===== config.mk =====
export PLATFORM = sky130hd
export DESIGN_NAME = axi4_slave_write_burst_engine
export DESIGN_NICKNAME = d
export VERILOG_FILES = /design/src/rtl/axi4_slave_write_burst_engine.sv
export SDC_FILE = /design/constraint.sdc
export NUM_CORES = 1
export LEC_CHECK = 0
export CAP_MARGIN = 10
export CORE_UTILIZATION = 26
export CTS_CLUSTER_SIZE = 10
export DETAILED_ROUTE_END_ITERATION = 7
export GPL_TIMING_DRIVEN = 0
export REMOVE_ABC_BUFFERS = 1
export SYNTH_ARGS = -nofsm -noshare
export SYNTH_HDL_FRONTEND = slang
export SYNTH_SLANG_ARGS = --single-unit

===== constraint.sdc =====
create_clock -name aclk -period 8.65 [get_ports aclk]
set_input_delay 0.865 -clock aclk [delete_from_list [all_inputs] [get_ports aclk]]
set_output_delay 0.865 -clock aclk [all_outputs]
set_load 0.005 [all_outputs]

===== src/rtl/axi4_slave_write_burst_engine.sv =====
// AXI4 slave write burst engine: accepts one AW burst, consumes its W beats,
// drives a byte-strobed memory write port (1-cycle latency) and returns B.
// Optional: define AXI4_WR_4KB_BOUNDARY_CHECK_EN to reject INCR bursts that
// cross a 4 KB page (SLVERR, no memory writes, beats still consumed).
module axi4_slave_write_burst_engine #(
  parameter int                       ADDRESS_WIDTH = 32,
  parameter int                       DATA_WIDTH    = 64,
  parameter int                       ID_WIDTH      = 4,
  parameter logic [ADDRESS_WIDTH-1:0] MIN_ADDRESS   = 'h0000_0000,
  parameter logic [ADDRESS_WIDTH-1:0] MAX_ADDRESS   = 'h0000_2FFF
) (
  input  logic                       aclk,
  input  logic                       areset,
  input  logic [ID_WIDTH-1:0]        awid,
  input  logic [ADDRESS_WIDTH-1:0]   awaddr,
  input  logic [7:0]                 awlen,
  input  logic [2:0]                 awsize,
  input  logic [1:0]                 awburst,
  input  logic                       awvalid,
  output logic                       awready,
  input  logic [DATA_WIDTH-1:0]      wdata,
  input  logic [DATA_WIDTH/8-1:0]    wstrb,
  input  logic                       wlast,
  input  logic                       wvalid,
  output logic                       wready,
  output logic [ID_WIDTH-1:0]        bid,
  output logic [1:0]                 bresp,
  output logic                       bvalid,
  input  logic                       bready,
  output logic                       mem_we,
  output logic [ADDRESS_WIDTH-1:0]   mem_addr,
  output logic [DATA_WIDTH-1:0]      mem_wdata,
  output logic [DATA_WIDTH/8-1:0]    mem_wstrb
);

  localparam int STRB_W = DATA_WIDTH / 8;
  localparam int SZW    = $clog2(STRB_W);
  localparam logic [ADDRESS_WIDTH-1:0] ONE = 1;

  localparam logic [1:0] BURST_FIXED = 2'd0;
  localparam logic [1:0] BURST_WRAP  = 2'd2;
  localparam logic [1:0] BURST_RSVD  = 2'd3;
  localparam logic [1:0] RESP_OKAY   = 2'd0;
  localparam logic [1:0] RESP_SLVERR = 2'd2;
  localparam logic [1:0] RESP_DECERR = 2'd3;

  typedef enum logic [1:0] {S_IDLE, S_DATA, S_RESP} state_e;
  state_e state_q, state_d;

  logic [ID_WIDTH-1:0]      id_q;
  logic [ADDRESS_WIDTH-1:0] addr_q, addr_d, s_q, mask_q;
  logic [1:0]               burst_q, resp_q;
  logic [7:0]               len_q, cnt_q;
  logic                     sup_q;
  logic                     mem_we_q;
  logic [ADDRESS_WIDTH-1:0] mem_addr_q;
  logic [DATA_WIDTH-1:0]    mem_wdata_q;
  logic [STRB_W-1:0]        mem_wstrb_q;

  logic aw_hs, w_hs, last_beat;
  assign aw_hs     = awvalid && (state_q == S_IDLE);
  assign w_hs      = wvalid && (state_q == S_DATA);
  assign last_beat = (cnt_q == len_q);

  // AW decode: beat size, aligned start, wrap window, final beat address, response class
  logic [ADDRESS_WIDTH-1:0] aw_s, aw_a, aw_span, aw_mask, aw_last;
  logic                     wrap_ok, aw_slv, aw_dec;
  logic [1:0]               aw_resp;
  always_comb begin
    aw_s    = ONE << awsize;
    aw_a    = awaddr & ~(aw_s - ONE);
    aw_span = ADDRESS_WIDTH'(awlen) * aw_s;
    aw_mask = (ADDRESS_WIDTH'(awlen) + ONE) * aw_s - ONE;
    wrap_ok = (awlen == 8'd1) || (awlen == 8'd3) || (awlen == 8'd7) || (awlen == 8'd15);
    if (awburst == BURST_FIXED)
      aw_last = aw_a;
    else if (awburst == BURST_WRAP && wrap_ok)
      aw_last = (aw_a & ~aw_mask) | ((aw_a + aw_span) & aw_mask);
    else
      aw_last = aw_a + aw_span;
    aw_slv = (awburst == BURST_RSVD) || (awburst == BURST_WRAP && !wrap_ok) ||
             (32'(awsize) > SZW);
`ifdef AXI4_WR_4KB_BOUNDARY_CHECK_EN
    if (awburst == 2'd1 && aw_a[ADDRESS_WIDTH-1:12] != aw_last[ADDRESS_WIDTH-1:12])
      aw_slv = 1'b1;
`endif
    // unsigned offset compare keeps the range check free of constant-zero tests
    aw_dec  = ((awaddr - MIN_ADDRESS) > (MAX_ADDRESS - MIN_ADDRESS)) ||
              ((aw_last - MIN_ADDRESS) > (MAX_ADDRESS - MIN_ADDRESS));
    aw_resp = aw_dec ? RESP_DECERR : (aw_slv ? RESP_SLVERR : RESP_OKAY);
  end

  // Next beat address: FIXED holds, WRAP folds back inside the window, INCR steps
  always_comb begin
    addr_d = addr_q;
    case (burst_q)
      BURST_FIXED: addr_d = addr_q;
      BURST_WRAP:  addr_d = (addr_q & ~mask_q) | ((addr_q + s_q) & mask_q);
      default:     addr_d = addr_q + s_q;
    endcase
  end

  // FSM state register
  always_ff @(posedge aclk or posedge areset) begin
    if (areset) state_q <= S_IDLE;
    else        state_q <= state_d;
  end

  // FSM next state and handshake outputs
  always_comb begin
    state_d = state_q;
    awready = 1'b0;
    wready  = 1'b0;
    bvalid  = 1'b0;
    case (state_q)
      S_IDLE: begin
        awready = 1'b1;
        if (awvalid) state_d = S_DATA;
      end
      S_DATA: begin
        wready = 1'b1;
        if (wvalid && last_beat) state_d = S_RESP;
      end
      S_RESP: begin
        bvalid = 1'b1;
        if (bready) state_d = S_IDLE;
      end
      default: state_d = S_IDLE;
    endcase
  end

  // Burst context: latched at AW, beat address/count advance per accepted beat
  always_ff @(posedge aclk or posedge areset) begin
    if (areset) begin
      id_q    <= '0;
      addr_q  <= '0;
      s_q     <= '0;
      mask_q  <= '0;
      burst_q <= '0;
      len_q   <= '0;
      cnt_q   <= '0;
      sup_q   <= 1'b0;
      resp_q  <= RESP_OKAY;
    end else if (aw_hs) begin
      id_q    <= awid;
      addr_q  <= aw_a;
      s_q     <= aw_s;
      mask_q  <= aw_mask;
      burst_q <= awburst;
      len_q   <= awlen;
      cnt_q   <= '0;
      sup_q   <= (aw_resp != RESP_OKAY);
      resp_q  <= aw_resp;
    end else if (w_hs) begin
      addr_q <= addr_d;
      cnt_q  <= cnt_q + 8'd1;
      // a misplaced wlast downgrades an otherwise clean burst; writes continue
      if ((wlast != last_beat) && resp_q == RESP_OKAY) resp_q <= RESP_SLVERR;
    end
  end

  // Memory write port: one registered pulse per beat of an error-free burst
  always_ff @(posedge aclk or posedge areset) begin
    if (areset) begin
      mem_we_q    <= 1'b0;
      mem_addr_q  <= '0;
      mem_wdata_q <= '0;
      mem_wstrb_q <= '0;
    end else begin
      mem_we_q <= 1'b0;
      if (w_hs && !sup_q) begin
        mem_we_q    <= 1'b1;
        mem_addr_q  <= addr_q;
        mem_wdata_q <= wdata;
        mem_wstrb_q <= wstrb;
      end
    end
  end

  assign bid       = id_q;
  assign bresp     = resp_q;
  assign mem_we    = mem_we_q;
  assign mem_addr  = mem_addr_q;
  assign mem_wdata = mem_wdata_q;
  assign mem_wstrb = mem_wstrb_q;

endmodule


======== Word-level counts from Yosys, hierarchy flattened ========
Cells that the tools add are included.
word-level totals
  bits in registers ....................... 228
  output and inout port bits .............. 114
operators by class
  $add $sub $neg .......................... 6
  multiply operators ...................... 2
  magnitude comparators ................... 3
  eq/ne operators ......................... 15
  shifts and indexed selects .............. 1
  mux-type cells .......................... 20
  bitwise gates (word level) .............. 10
  reductions and logical operators ........ 25
operators with widths
  kind                   count
  $and 32x32->32         5
  $mux 32                4
  $not 32->32            3
  $add 32x32->32         2
  $gt 32x14->1 const B   2
  $or 32x32->32          2
  $pmux 32 s2            1
  $sub 32x1->32 const B  2
  $mul 8x32->32          1
  $mul 9x32->32          1
  $shl 1x3->32 const A   1
  $mux 2                 8
  $mux 8                 2
  $add 8x1->9 const B    1
  $add 8x1->8 const B    1
  $eq 2x2->1 const B     4
  $eq 8x1->1 const B     1
  $eq 8x2->1 const B     1
  $eq 8x3->1 const B     1
  $eq 8x4->1 const B     1
  $eq 8x8->1             1
  $logic_not 2->1        4
  $logic_and 1x1->1      7
  $logic_or 1x1->1       6
  11 further kinds       20

======== Longest topological paths before layout ========
Gate-level depths: netlist of run 1.
  depth after elaboration ................. 13
  depth in mapped cells ................... 26
  gate-level depth less buffers ........... 23

======== Worst setup path after synthesis of run 1 ========
Ideal clock, no wire load.
  path kind ............................... input to register
  start ................................... input awsize[2]
  end ..................................... register resp_q[1], in the netlist bresp[1]
  setup time .............................. 0.133 ns
  arrival ................................. 7.047 ns
  slack ................................... 1.470 ns
  cell stages on the path ................. 26
  cell sequence ........................... clkbuf_1 -> clkbuf_1 -> nor3b_1 -> inv_1 -> ha_1 -> clkbuf_1 -> nand2_1 -> clkbuf_1 -> o211ai_1 -> fa_1 -> inv_1 -> fa_1 -> inv_1 -> fa_1 -> fa_1 -> inv_1 -> ha_1 -> nand3_1 -> o21ai_0 -> o2111ai_1 -> nand2_1 -> or4b_2 -> a32o_1 -> a41o_1 -> nor4_1 -> a21oi_1
between the ends
  cells in the longest elaborated chain, start to end .. 13
  elaborated cells between the ends (all ways) .. 21
  those cells by class .................... add/sub (3); mul (2); order compare (2); shift (1); mux (5); bitwise (6); reduce/logical (2)
ends and longest elaborated chain
  element                                                 line  RTL
  start: declaration                                      17    input logic [2:0] awsize,
  branches (longest 11 deep; another with $mul 9x32->32)  n/a
  $mux 2 (*)                                              90    aw_resp = aw_dec ? RESP_DECERR : (aw_slv ? RESP_SLVERR : RESP_OKAY);
  $mux 2 (*)                                              144   end else if (aw_hs) begin
  end signal: assignment                                  153   resp_q <= aw_resp;
  end: declaration                                        52    logic [1:0] burst_q, resp_q;
Every way passes the cells marked *.
A chain may end at the register's enable or synchronous reset.

======== Final worst setup path of run 1 ========
  start ................................... input awlen[0]
  end ..................................... register sup_q
between the ends
  cells in the longest elaborated chain, start to end .. 12
  elaborated cells between the ends (all ways) .. 28
  those cells by class .................... add/sub (3); mul (2); order compare (1); eq/ne (4); mux (4); bitwise (4); reduce/logical (10)
ends and longest elaborated chain
  element                 line  RTL
  start: declaration      16    input logic [7:0] awlen,
  $add 8x1->9             73    aw_mask = (ADDRESS_WIDTH'(awlen) + ONE) * aw_s - ONE;
  $mul 9x32->32           73
  $sub 32x1->32           73
  $not 32->32             78    aw_last = (aw_a & ~aw_mask) | ((aw_a + aw_span) & aw_mask);
  $and 32x32->32          78
  $or 32x32->32           78
  $mux 32                 77    else if (awburst == BURST_WRAP && wrap_ok)
  $mux 32                 75    if (awburst == BURST_FIXED)
  $gt 32x14->1            89    ((aw_last - MIN_ADDRESS) > (MAX_ADDRESS - MIN_ADDRESS));
  $logic_or 1x1->1        88    aw_dec = ((awaddr - MIN_ADDRESS) > (MAX_ADDRESS - MIN_ADDRESS)) ||
  $mux 2 (*)              90
  $reduce_bool 2->1 (*)   152   sup_q <= (aw_resp != RESP_OKAY);
  end signal: assignment  152
  end: declaration        54    logic sup_q;
Mark *: on every way between the ends. The rest lies on a longest branch, timed or not.

==> results.ini, run 1 <==
[die]
placementRows=88
die_w_um=244
io_pins=241
chip_height_um=244
full_die_area_mm2=0.0597
design.core.area_mm2=0.0578
initial_utilization=0.264

[worst_setup_path]
cp_slowest_stage_delay_ns=1.15
worst_path_cell_trace=clkdlybuf4s50_1, ha_1, nand2_1, xor2_1, nor2_1, fa_1, fa_1, fa_1, fa_1, ha_1, ha_1, and3_1, nor2b_1, o211ai_1, and2_1, or4b_1, nand3_1, o211ai_2, nor4_4, a21oi_1
crit_type=input port to flip-flop
worst_path_max_delay_cell=sky130_fd_sc_hd__clkdlybuf4s50_1
worst-endpoint-required_ns=9.06
worstSetupStartpointType=input port
crit_path_max_fanout=22
crit_path_dat_ns=8.48
sort_of_element_at_the_end_of_the_critical_path=flip-flop
worst_path_most_repeated_cell=sky130_fd_sc_hd__fa_1

[place]
post-dp-hpwl_mm=34.1
placed_cells_incl_taps=2523
port_buffers=240
dpl_cell_area_mm2=0.0185
globalplace.congestion=0.918
worst_setup_slack_after_placement_ns=-1.43

[timing]
period_needed_ns=8.07
timing.final.hold_violations=0
fin_worst_hold_slack_ns=0.472
finClkSkew_ns=0.0169
maxSlewViolCount=0
tns_ns=0
relSlewSlack=0.304
maxClockFrequency_mhz=124
post-route-worst-setup-slack_ns=0.578
rsz_0062_raised_after_global_routing=false
finalSetupViolations=0
period_share=0.933
worst-slew-pin-transition_ns=1.04

[clocking]
clock_tree_from_tritoncts=yes
clk_root_buffer_cell=sky130_fd_sc_hd__clkbuf_16
clk_pin_slew_ns=0.06
cts_hold_buffers=0
clk_latency_ns=0.55
h-tree-depth=1
numCtsBuffers=25
ctsLongestPathBuffers=3
cts_sinks=204

[drt]
initialDrtViolationCount=593
route.detailed.drc=0
vias=12300
detailedRoute.firstPassIterationCount=5
detail-route-antenna-nets=0
finalWirelength_mm=44.4
ratio_of_routed_vias_to_standard_cells=4.81
detail_route.wl_per_cell_um=17.4

[finish]
synthToLayoutAreaGrowth_pct=26.3
post-route-cell-area_mm2=0.0193
final_core_util=0.333
layout-drive-gt1-share=0.0982
nNetsFinal=2129
post_layout_nonfiller_instances=2560

[run_status]
run_status=complete, no violations

[global_route]
antenna_found_initial=5
grt-ovfl-total=0
first_global_vias=13100
grt_start_max_net_pins=119
first_pass_grt_wire_length_mm=71.4
grt_util_all_layers=0.150

[synthesis]
synth_flop_cell=sky130_fd_sc_hd__dfrtp_1
ffs_w_async_s_r_synth=1.00
synth-seq-area-share=0.335
syn-cell-area_mm2=0.0153
yosys.cell_types.count=67
syn-instance-count=1588
synth_enable_flop_cells=0
postSynthRegisterBits=204
yosysWarnings=0
synth.avg_cell_area_um2=9.61

[worst_hold_path]
path_category_of_the_worst_min_delay_check=flip-flop to flip-flop

[power_and_ir_drop]
power.density_mw_per_mm2=250
leakagePower_nw=8.67
finalPower_mw=4.81
maximum_vdd_drop_mv=0.149

[flow_run]
maxCapViolCount=0

## critical path: cells and delay by family
| family | cells | cell delay, ns |
|---|---|---|
| adder cells (fa/ha/maj) | 7 | 3.30 |
| AND/OR/NAND/NOR | 8 | 2.14 |
| buffers and inverters | 1 | 1.15 |
| XOR/XNOR | 1 | 0.54 |
| AO/OA/AOI/OAI | 3 | 0.46 |
## routing by layer
| layer | part of all wire | global-route usage | up-vias |
|---|---|---|---|
| met5 | 0.00050 | 0 | - |
| met4 | 0.025 | 0.0469 | 4 |
| met1 | 0.42 | 0.185 | 6171 |
| li1 | - | - | 5733 |
| met3 | 0.048 | 0.0161 | 71 |
| met2 | 0.51 | 0.270 | 326 |
## what timing repair did
item	CTS	global route
buffers inserted	1	0
endpoints found under the setup margin	3	2
resized for setup	2	2
pin swaps	1	0
## final timing paths
kind | from | cells after the start | slack, ns | to
setup / recovery | awlen[0] | 20 | 0.58 | sup_q
hold / removal | mask_q[27] | 1 | 0.47 | mask_q[27]
setup reg to reg | flip-flop | 13 | 4.84 | flip-flop
hold reg to reg | mask_q[27] | 1 | 0.47 | mask_q[27]
max in group asynchronous | areset | 3 | 6.75 | async pin
min in group asynchronous | areset | 2 | 0.83 | mem_wdata[29]
## report_power, final
group	internal, mW	switching, mW	leakage, nW	total (mW)
sequential	1.39	0.297	2.49	1.69
clock	0.543	0.397	0.329	0.940
combinational	1.15	1.03	5.85	2.18
total	3.08	1.73	8.67	4.81
## final cells by class
class,count,area (µm²)
fill,5855,38500
multi-input combinational,1117,9190
sequential,204,5100
timing repair buffer,252,2610
tap,765,957
inverter,188,716
clock buffer,27,633
clock inverter,4,53.8
antenna,3,7.51
## logic make-up (layout without fill, tap and decap cells)
kind of cell,count (synthesis),after routing,share of synthesized area
simple gates,469,469,0.149
buf+inv,267,471,0.0663
compound gates,261,261,0.109
fa+ha+maj,214,214,0.223
flops,204,204,0.335
mux,116,116,0.0851
xor+xnor,57,57,0.0327
other cells,0,3,0
## placed cells by master (no fill, tap or decap), types with 23 or more instances in the layout
master,n
sky130_fd_sc_hd__clkdlybuf4s50_1,239
sky130_fd_sc_hd__dfrtp_1,204
sky130_fd_sc_hd__inv_1,185
sky130_fd_sc_hd__nand2_1,178
sky130_fd_sc_hd__ha_1,117
sky130_fd_sc_hd__mux2_2,110
sky130_fd_sc_hd__fa_1,97
sky130_fd_sc_hd__nor2_1,93
sky130_fd_sc_hd__o21ai_0,83
sky130_fd_sc_hd__a21oi_1,49
sky130_fd_sc_hd__xnor2_1,34
sky130_fd_sc_hd__and2_1,32
sky130_fd_sc_hd__nand3_1,31
sky130_fd_sc_hd__and3_1,25
sky130_fd_sc_hd__a21o_1,25
sky130_fd_sc_hd__clkbuf_16,25
sky130_fd_sc_hd__xor2_1,23
sky130_fd_sc_hd__o211ai_1,23
## Yosys cell counts (all sizes together), types with 31 or more instances
cell / instances / area [µm²]
dfrtp: 204 / 5100
inv: 187 / 704
nand2: 180 / 676
ha: 117 / 1460
mux2: 110 / 1240
fa: 97 / 1940
nor2: 94 / 353
o21ai: 84 / 420
clkbuf: 74 / 278
a21oi: 49 / 245
xnor2: 34 / 298
and2: 33 / 206
nand3: 31 / 155
Power figures use the tool's default switching activity.
==> inputs of run 2 (changes only) <==
Settings changed: SLEW_MARGIN from default to 40.
==> results.ini, run 2 (synthesis gave the netlist of run 1 again) <==
[place]
worst_setup_slack_after_placement_ns=-0.583  ; was -1.43 ns
placed_cells_incl_taps=2532  ; was 2523
post-dp-hpwl_mm=34.7  ; was 34.1 mm
port_buffers=240  ; unchanged
globalplace.congestion=0.918  ; unchanged

[timing]
rsz_0062_raised_after_global_routing=false  ; unchanged
relSlewSlack=0.469  ; was 0.304
tns_ns=0  ; unchanged
period_share=0.944  ; was 0.933
worst-slew-pin-transition_ns=0.794  ; was 1.04 ns
maxClockFrequency_mhz=122  ; was 124 MHz
finClkSkew_ns=0.0260  ; was 0.0169 ns
timing.final.hold_violations=0  ; unchanged
maxSlewViolCount=0  ; unchanged
post-route-worst-setup-slack_ns=0.481  ; was 0.578 ns
finalSetupViolations=0  ; unchanged
period_needed_ns=8.17  ; was 8.07 ns

[global_route]
met1_use_gr=0.183  ; was 0.185
grt.busiest_layer=met2  ; unchanged
globalRouteMet2Util=0.269  ; was 0.270
first_pass_grt_wire_length_mm=71.4  ; about the same
grt_util_all_layers=0.150  ; about the same
grt_start_max_net_pins=66  ; was 119
grt-ovfl-total=0  ; unchanged
antenna_found_initial=4  ; was 5
grt_use_met3=0.0188  ; was 0.0161
first_global_vias=13000  ; was 13100

[worst_setup_path]
worstSetupStartpointType=input port  ; unchanged
crit_path_dat_ns=8.58  ; was 8.48 ns
sort_of_element_at_the_end_of_the_critical_path=flip-flop  ; unchanged
worst-endpoint-required_ns=9.06  ; about the same
crit_path_max_fanout=17  ; was 22
crit_type=input port to flip-flop  ; unchanged

[run_status]
run_status=complete, no violations  ; unchanged

[finish]
synthToLayoutAreaGrowth_pct=27.1  ; was 26.3%
layout_commonest_cell=sky130_fd_sc_hd__clkdlybuf4s50_1  ; unchanged
layout.cells.most_common_list=238 x sky130_fd_sc_hd__clkdlybuf4s50_1, 204 x sky130_fd_sc_hd__dfrtp_1, 185 x sky130_fd_sc_hd__inv_1, 178 x sky130_fd_sc_hd__nand2_1, 117 x sky130_fd_sc_hd__ha_1  ; was 239 x sky130_fd_sc_hd__clkdlybuf4s50_1, 204 x sky130_fd_sc_hd__dfrtp_1, 185 x sky130_fd_sc_hd__inv_1, 178 x sky130_fd_sc_hd__nand2_1, 117 x sky130_fd_sc_hd__ha_1
final_core_util=0.336  ; was 0.333
layout-drive-gt1-share=0.105  ; was 0.0982
nNetsFinal=2135  ; was 2129
post_layout_nonfiller_instances=2568  ; was 2560

[power_and_ir_drop]
power.density_mw_per_mm2=249  ; was 250 mW/mm²
finalPower_mw=4.82  ; was 4.81 mW
maximum_vdd_drop_mv=0.161  ; was 0.149 mV
leakagePower_nw=8.74  ; was 8.67 nW

[clocking]
cts_sinks=204  ; unchanged
clk_root_buffer_cell=sky130_fd_sc_hd__clkbuf_16  ; unchanged
clk_latency_ns=0.57  ; was 0.55 ns
numCtsBuffers=25  ; unchanged
post-cts-setup-buffer-count=0  ; was 1
ctsLongestPathBuffers=3  ; unchanged
h-tree-depth=1  ; unchanged
clock_tree_from_tritoncts=yes  ; unchanged
clk_pin_slew_ns=0.05  ; was 0.06 ns

[die]
die_w_um=244  ; unchanged
design.core.area_mm2=0.0578  ; unchanged
full_die_area_mm2=0.0597  ; unchanged
chip_height_um=244  ; unchanged
io_pins=241  ; unchanged
initial_utilization=0.264  ; unchanged
placementRows=88  ; unchanged

[drt]
vias=12300  ; about the same
initialDrtViolationCount=547  ; was 593
detailedRoute.firstPassIterationCount=5  ; unchanged
route.detailed.drc=0  ; unchanged
detail-route-antenna-nets=0  ; unchanged
detail_route.wl_per_cell_um=17.3  ; was 17.4 µm
finalWirelength_mm=44.5  ; was 44.4 mm
ratio_of_routed_vias_to_standard_cells=4.80  ; was 4.81

[flow_run]
maxCapViolCount=0  ; unchanged

[worst_hold_path]
path_category_of_the_worst_min_delay_check=flip-flop to flip-flop  ; unchanged

run 2: power by group:
group          switching [mW]  total, mW  internal, mW
clock                   0.410      0.957         0.547
combinational            1.03       2.17          1.14
sequential              0.301       1.69          1.39
run 2: per-layer routing:
metal | vias to the layer above | share of wire
li1 | 5738 | -
met1 | 6209 | 0.42
met2 | 304 | 0.51
met3 | 71 | 0.046
met4 | 4 | 0.026
met5 | - | 0.00061
run 2: repair_timing:
action,CTS,global route
resized for setup,1,1
hold buffers,0,0
setup endpoints to repair,1,2
cloned,0,0
run 2: critical path, stage by stage:
cell and delay, ns:
sky130_fd_sc_hd__clkdlybuf4s50_1 0.82, sky130_fd_sc_hd__nor3b_2 0.45, sky130_fd_sc_hd__inv_1 0.26, sky130_fd_sc_hd__ha_1 0.43, sky130_fd_sc_hd__nand2_2 0.46, sky130_fd_sc_hd__o211ai_1 0.30, sky130_fd_sc_hd__fa_1 0.60, sky130_fd_sc_hd__inv_1 0.06
sky130_fd_sc_hd__fa_1 0.50, sky130_fd_sc_hd__inv_1 0.05, sky130_fd_sc_hd__fa_1 0.46, sky130_fd_sc_hd__fa_1 0.55, sky130_fd_sc_hd__inv_1 0.05, sky130_fd_sc_hd__ha_1 0.31, sky130_fd_sc_hd__nand3_1 0.15, sky130_fd_sc_hd__o21ai_0 0.39
sky130_fd_sc_hd__o2111ai_1 0.17, sky130_fd_sc_hd__nand2_1 0.15, sky130_fd_sc_hd__or4b_2 0.61, sky130_fd_sc_hd__a32o_1 0.28, sky130_fd_sc_hd__a41o_1 0.21, sky130_fd_sc_hd__nor4_2 0.32, sky130_fd_sc_hd__a21oi_1 0.13
run 2: cell type report:
type	count	area (µm²)
fillers	5870	38400
multi-input cells	1117	9200
flip-flops and latches	204	5100
repair buffers	258	2710
well taps	765	957
inverters	188	716
clock buffers	32	682
clock inverters	3	30.0
diodes	1	2.50
run 2: final timing paths:
path / start / endpoint / slack, ns / cells after the start
max: awsize[0] / sup_q / 0.48 / 23
min: mask_q[27] / mask_q[27] / 0.47 / 1
max reg2reg: flip-flop / flip-flop / 4.92 / 13
min reg2reg: mask_q[27] / mask_q[27] / 0.47 / 1
max in group asynchronous: areset / async pin / 6.96 / 4
min in group asynchronous: areset / mem_wdata[29] / 0.69 / 2
run 2: stage by stage:
step / hold WS [ns] / cell area (µm²)
6_report: 0.472 / 19400
2_1_floorplan: 0.444 / 15000
5_1_grt: 0.491 / 19400
3_5_place_dp: 0.461 / 18700
3_3_place_gp: 0.457 / 18300
4_1_cts: 0.473 / 19400
==> inputs of run 3 (changes only) <==
Settings changed: CORE_UTILIZATION 26 to 30, PLACE_DENSITY from default to 0.57.
==> results.ini, run 3 (synthesis gave the netlist of run 1 again) <==
[run_status]
run_status=complete, no violations  ; unchanged

[timing]
timing.final.hold_violations=0  ; unchanged
worst-slew-pin-transition_ns=0.765  ; was 0.794 ns
relSlewSlack=0.488  ; was 0.469
post-route-worst-setup-slack_ns=0.439  ; was 0.481 ns
finalSetupViolations=0  ; unchanged
period_needed_ns=8.21  ; was 8.17 ns
fin_worst_hold_slack_ns=0.477  ; was 0.472 ns
maxClockFrequency_mhz=122  ; about the same
period_share=0.949  ; was 0.944
maxSlewViolCount=0  ; unchanged
finClkSkew_ns=0.0208  ; was 0.0260 ns
rsz_0062_raised_after_global_routing=false  ; unchanged
tns_ns=0  ; unchanged

[clocking]
clk_latency_ns=0.54  ; was 0.57 ns
h-tree-depth=1  ; unchanged
numCtsBuffers=25  ; unchanged
ctsLongestPathBuffers=3  ; unchanged
clock_tree_from_tritoncts=yes  ; unchanged
post-cts-setup-buffer-count=0  ; unchanged
clk_root_buffer_cell=sky130_fd_sc_hd__clkbuf_16  ; unchanged
cts_sinks=204  ; unchanged
clk_pin_slew_ns=0.06  ; was 0.05 ns
cts_hold_buffers=0  ; unchanged

[worst_setup_path]
crit_path_max_fanout=17  ; unchanged
critPathBufInv=6  ; was 5
worst_path_cell_trace=clkdlybuf4s50_1, nor3_2, buf_2, inv_1, ha_1, nand2_2, o211ai_1, fa_1, inv_1, fa_1, inv_1, fa_1, fa_1, inv_1, ha_1, nand3_1, o21ai_0, o2111ai_1, nand2_1, or4b_2, a32o_1, a41o_1, nor4_2, a21oi_1  ; was clkdlybuf4s50_1, nor3b_2, inv_1, ha_1, nand2_2, o211ai_1, fa_1, inv_1, fa_1, inv_1, fa_1, fa_1, inv_1, ha_1, nand3_1, o21ai_0, o2111ai_1, nand2_1, or4b_2, a32o_1, a41o_1, nor4_2, a21oi_1
cp_slowest_stage_delay_ns=0.75  ; was 0.82 ns
worst_path_max_delay_cell=sky130_fd_sc_hd__clkdlybuf4s50_1  ; unchanged
sort_of_element_at_the_end_of_the_critical_path=flip-flop  ; unchanged
crit_path_dat_ns=8.61  ; was 8.58 ns
crit_family=adder cells  ; unchanged
crit_type=input port to flip-flop  ; unchanged
worst-endpoint-required_ns=9.05  ; was 9.06 ns
worstSetupStartpointType=input port  ; unchanged

[drt]
route.detailed.drc=0  ; unchanged
detail-route-antenna-nets=0  ; unchanged
detailedRoute.firstPassIterationCount=5  ; unchanged
vias=12200  ; was 12300
initialDrtViolationCount=596  ; was 547
ratio_of_routed_vias_to_standard_cells=4.91  ; was 4.80
detail_route.wl_per_cell_um=17.2  ; was 17.3 µm
finalWirelength_mm=42.5  ; was 44.5 mm

[finish]
synthToLayoutAreaGrowth_pct=26.4  ; was 27.1%
final_core_util=0.384  ; was 0.336
layout-drive-gt1-share=0.105  ; about the same
post-route-cell-area_mm2=0.0193  ; was 0.0194 mm²
antenna-diode-count=0  ; was 1
layout.cells.most_common_list=238 x sky130_fd_sc_hd__clkdlybuf4s50_1, 204 x sky130_fd_sc_hd__dfrtp_1, 185 x sky130_fd_sc_hd__inv_1, 178 x sky130_fd_sc_hd__nand2_1, 117 x sky130_fd_sc_hd__ha_1  ; unchanged
nNetsFinal=2135  ; unchanged
post_layout_nonfiller_instances=2474  ; was 2568
nFillCells=4948  ; was 5870
layout_commonest_cell=sky130_fd_sc_hd__clkdlybuf4s50_1  ; unchanged

[power_and_ir_drop]
power.density_mw_per_mm2=249  ; about the same
maximum_vdd_drop_mv=0.153  ; was 0.161 mV
finalPower_mw=4.79  ; was 4.82 mW
leakagePower_nw=8.74  ; about the same

[place]
port_buffers=240  ; unchanged
dpl_cell_area_mm2=0.0186  ; was 0.0187 mm²
globalplace.congestion=0.871  ; was 0.918
post-dp-hpwl_mm=33.2  ; was 34.7 mm
worst_setup_slack_after_placement_ns=-0.828  ; was -0.583 ns
placed_cells_incl_taps=2439  ; was 2532

[flow_run]
maxCapViolCount=0  ; unchanged

[global_route]
grt_util_all_layers=0.165  ; was 0.150
grt_start_max_net_pins=74  ; was 66
first_pass_grt_wire_length_mm=67.6  ; was 71.4 mm
first_global_vias=12500  ; was 13000
antenna_found_initial=2  ; was 4
grt-ovfl-total=0  ; unchanged

[die]
io_pins=241  ; unchanged
initial_utilization=0.304  ; was 0.264
full_die_area_mm2=0.0518  ; was 0.0597 mm²
placementRows=82  ; was 88
design.core.area_mm2=0.0502  ; was 0.0578 mm²
chip_height_um=228  ; was 244 µm
die_w_um=228  ; was 244 µm

[worst_hold_path]
path_category_of_the_worst_min_delay_check=flip-flop to flip-flop  ; unchanged

-- run 3: cell types whose count changed in the layout (fill, tap and decap cells not counted), sizes merged --
| cell | change |
|---|---|
| bufinv | +1 |
| clkinv | -1 |
| diode | -1 |
-- run 3: power by group --
| group | switching (mW) | internal (mW) | total (mW) |
|---|---|---|---|
| Clock | 0.391 | 0.566 | 0.956 |
| Sequential | 0.284 | 1.39 | 1.68 |
| Combinational | 1.02 | 1.14 | 2.16 |
| Total | 1.69 | 3.10 | 4.79 |
-- run 3: final timing paths --
| path | from | end | slack [ns] | cells past startpoint |
|---|---|---|---|---|
| setup reg to reg | flip-flop | flip-flop | 4.80 | 14 |
| hold / removal | mask_q[12] | mask_q[12] | 0.48 | 2 |
| max in group asynchronous | areset | async pin | 6.78 | 4 |
| hold reg to reg | mask_q[12] | mask_q[12] | 0.48 | 2 |
| setup / recovery | awsize[1] | bresp[1] | 0.44 | 24 |
| min in group asynchronous | areset | mem_wdata[53] | 0.79 | 2 |
-- run 3: layout make-up --
type                            instances  area, µm²  area share
Clock buffer                           32        672      0.0348
Clock inverter                          3       43.8     0.00227
Inverter                              188        716      0.0371
Multi-Input combinational cell       1117       9200       0.477
Sequential cell                       204       5100       0.265
Tap cell                              672        841      0.0436
Timing Repair Buffer                  258       2710       0.140
-- run 3: timing repair --
| action | 4_1_cts | 5_1_grt |
|---|---|---|
| gates cloned | 0 | 0 |
| setup endpoints to repair | 2 | 2 |
| resized for setup | 1 | 1 |
-- run 3: worst min-delay path: stages (launching register included) --
cell and delay [ns]:
sky130_fd_sc_hd__dfrtp_1 0.33, sky130_fd_sc_hd__nand2_1 0.04, sky130_fd_sc_hd__o21ai_0 0.06
-- run 3: per-layer routing --
layer | vias up | global-route usage | part of all wire
li1 | 5750 | - | -
met1 | 5988 | 0.208 | 0.43
met2 | 329 | 0.285 | 0.48
met3 | 90 | 0.0234 | 0.055
met4 | 2 | 0.0652 | 0.035
met5 | - | 0 | 0.00019
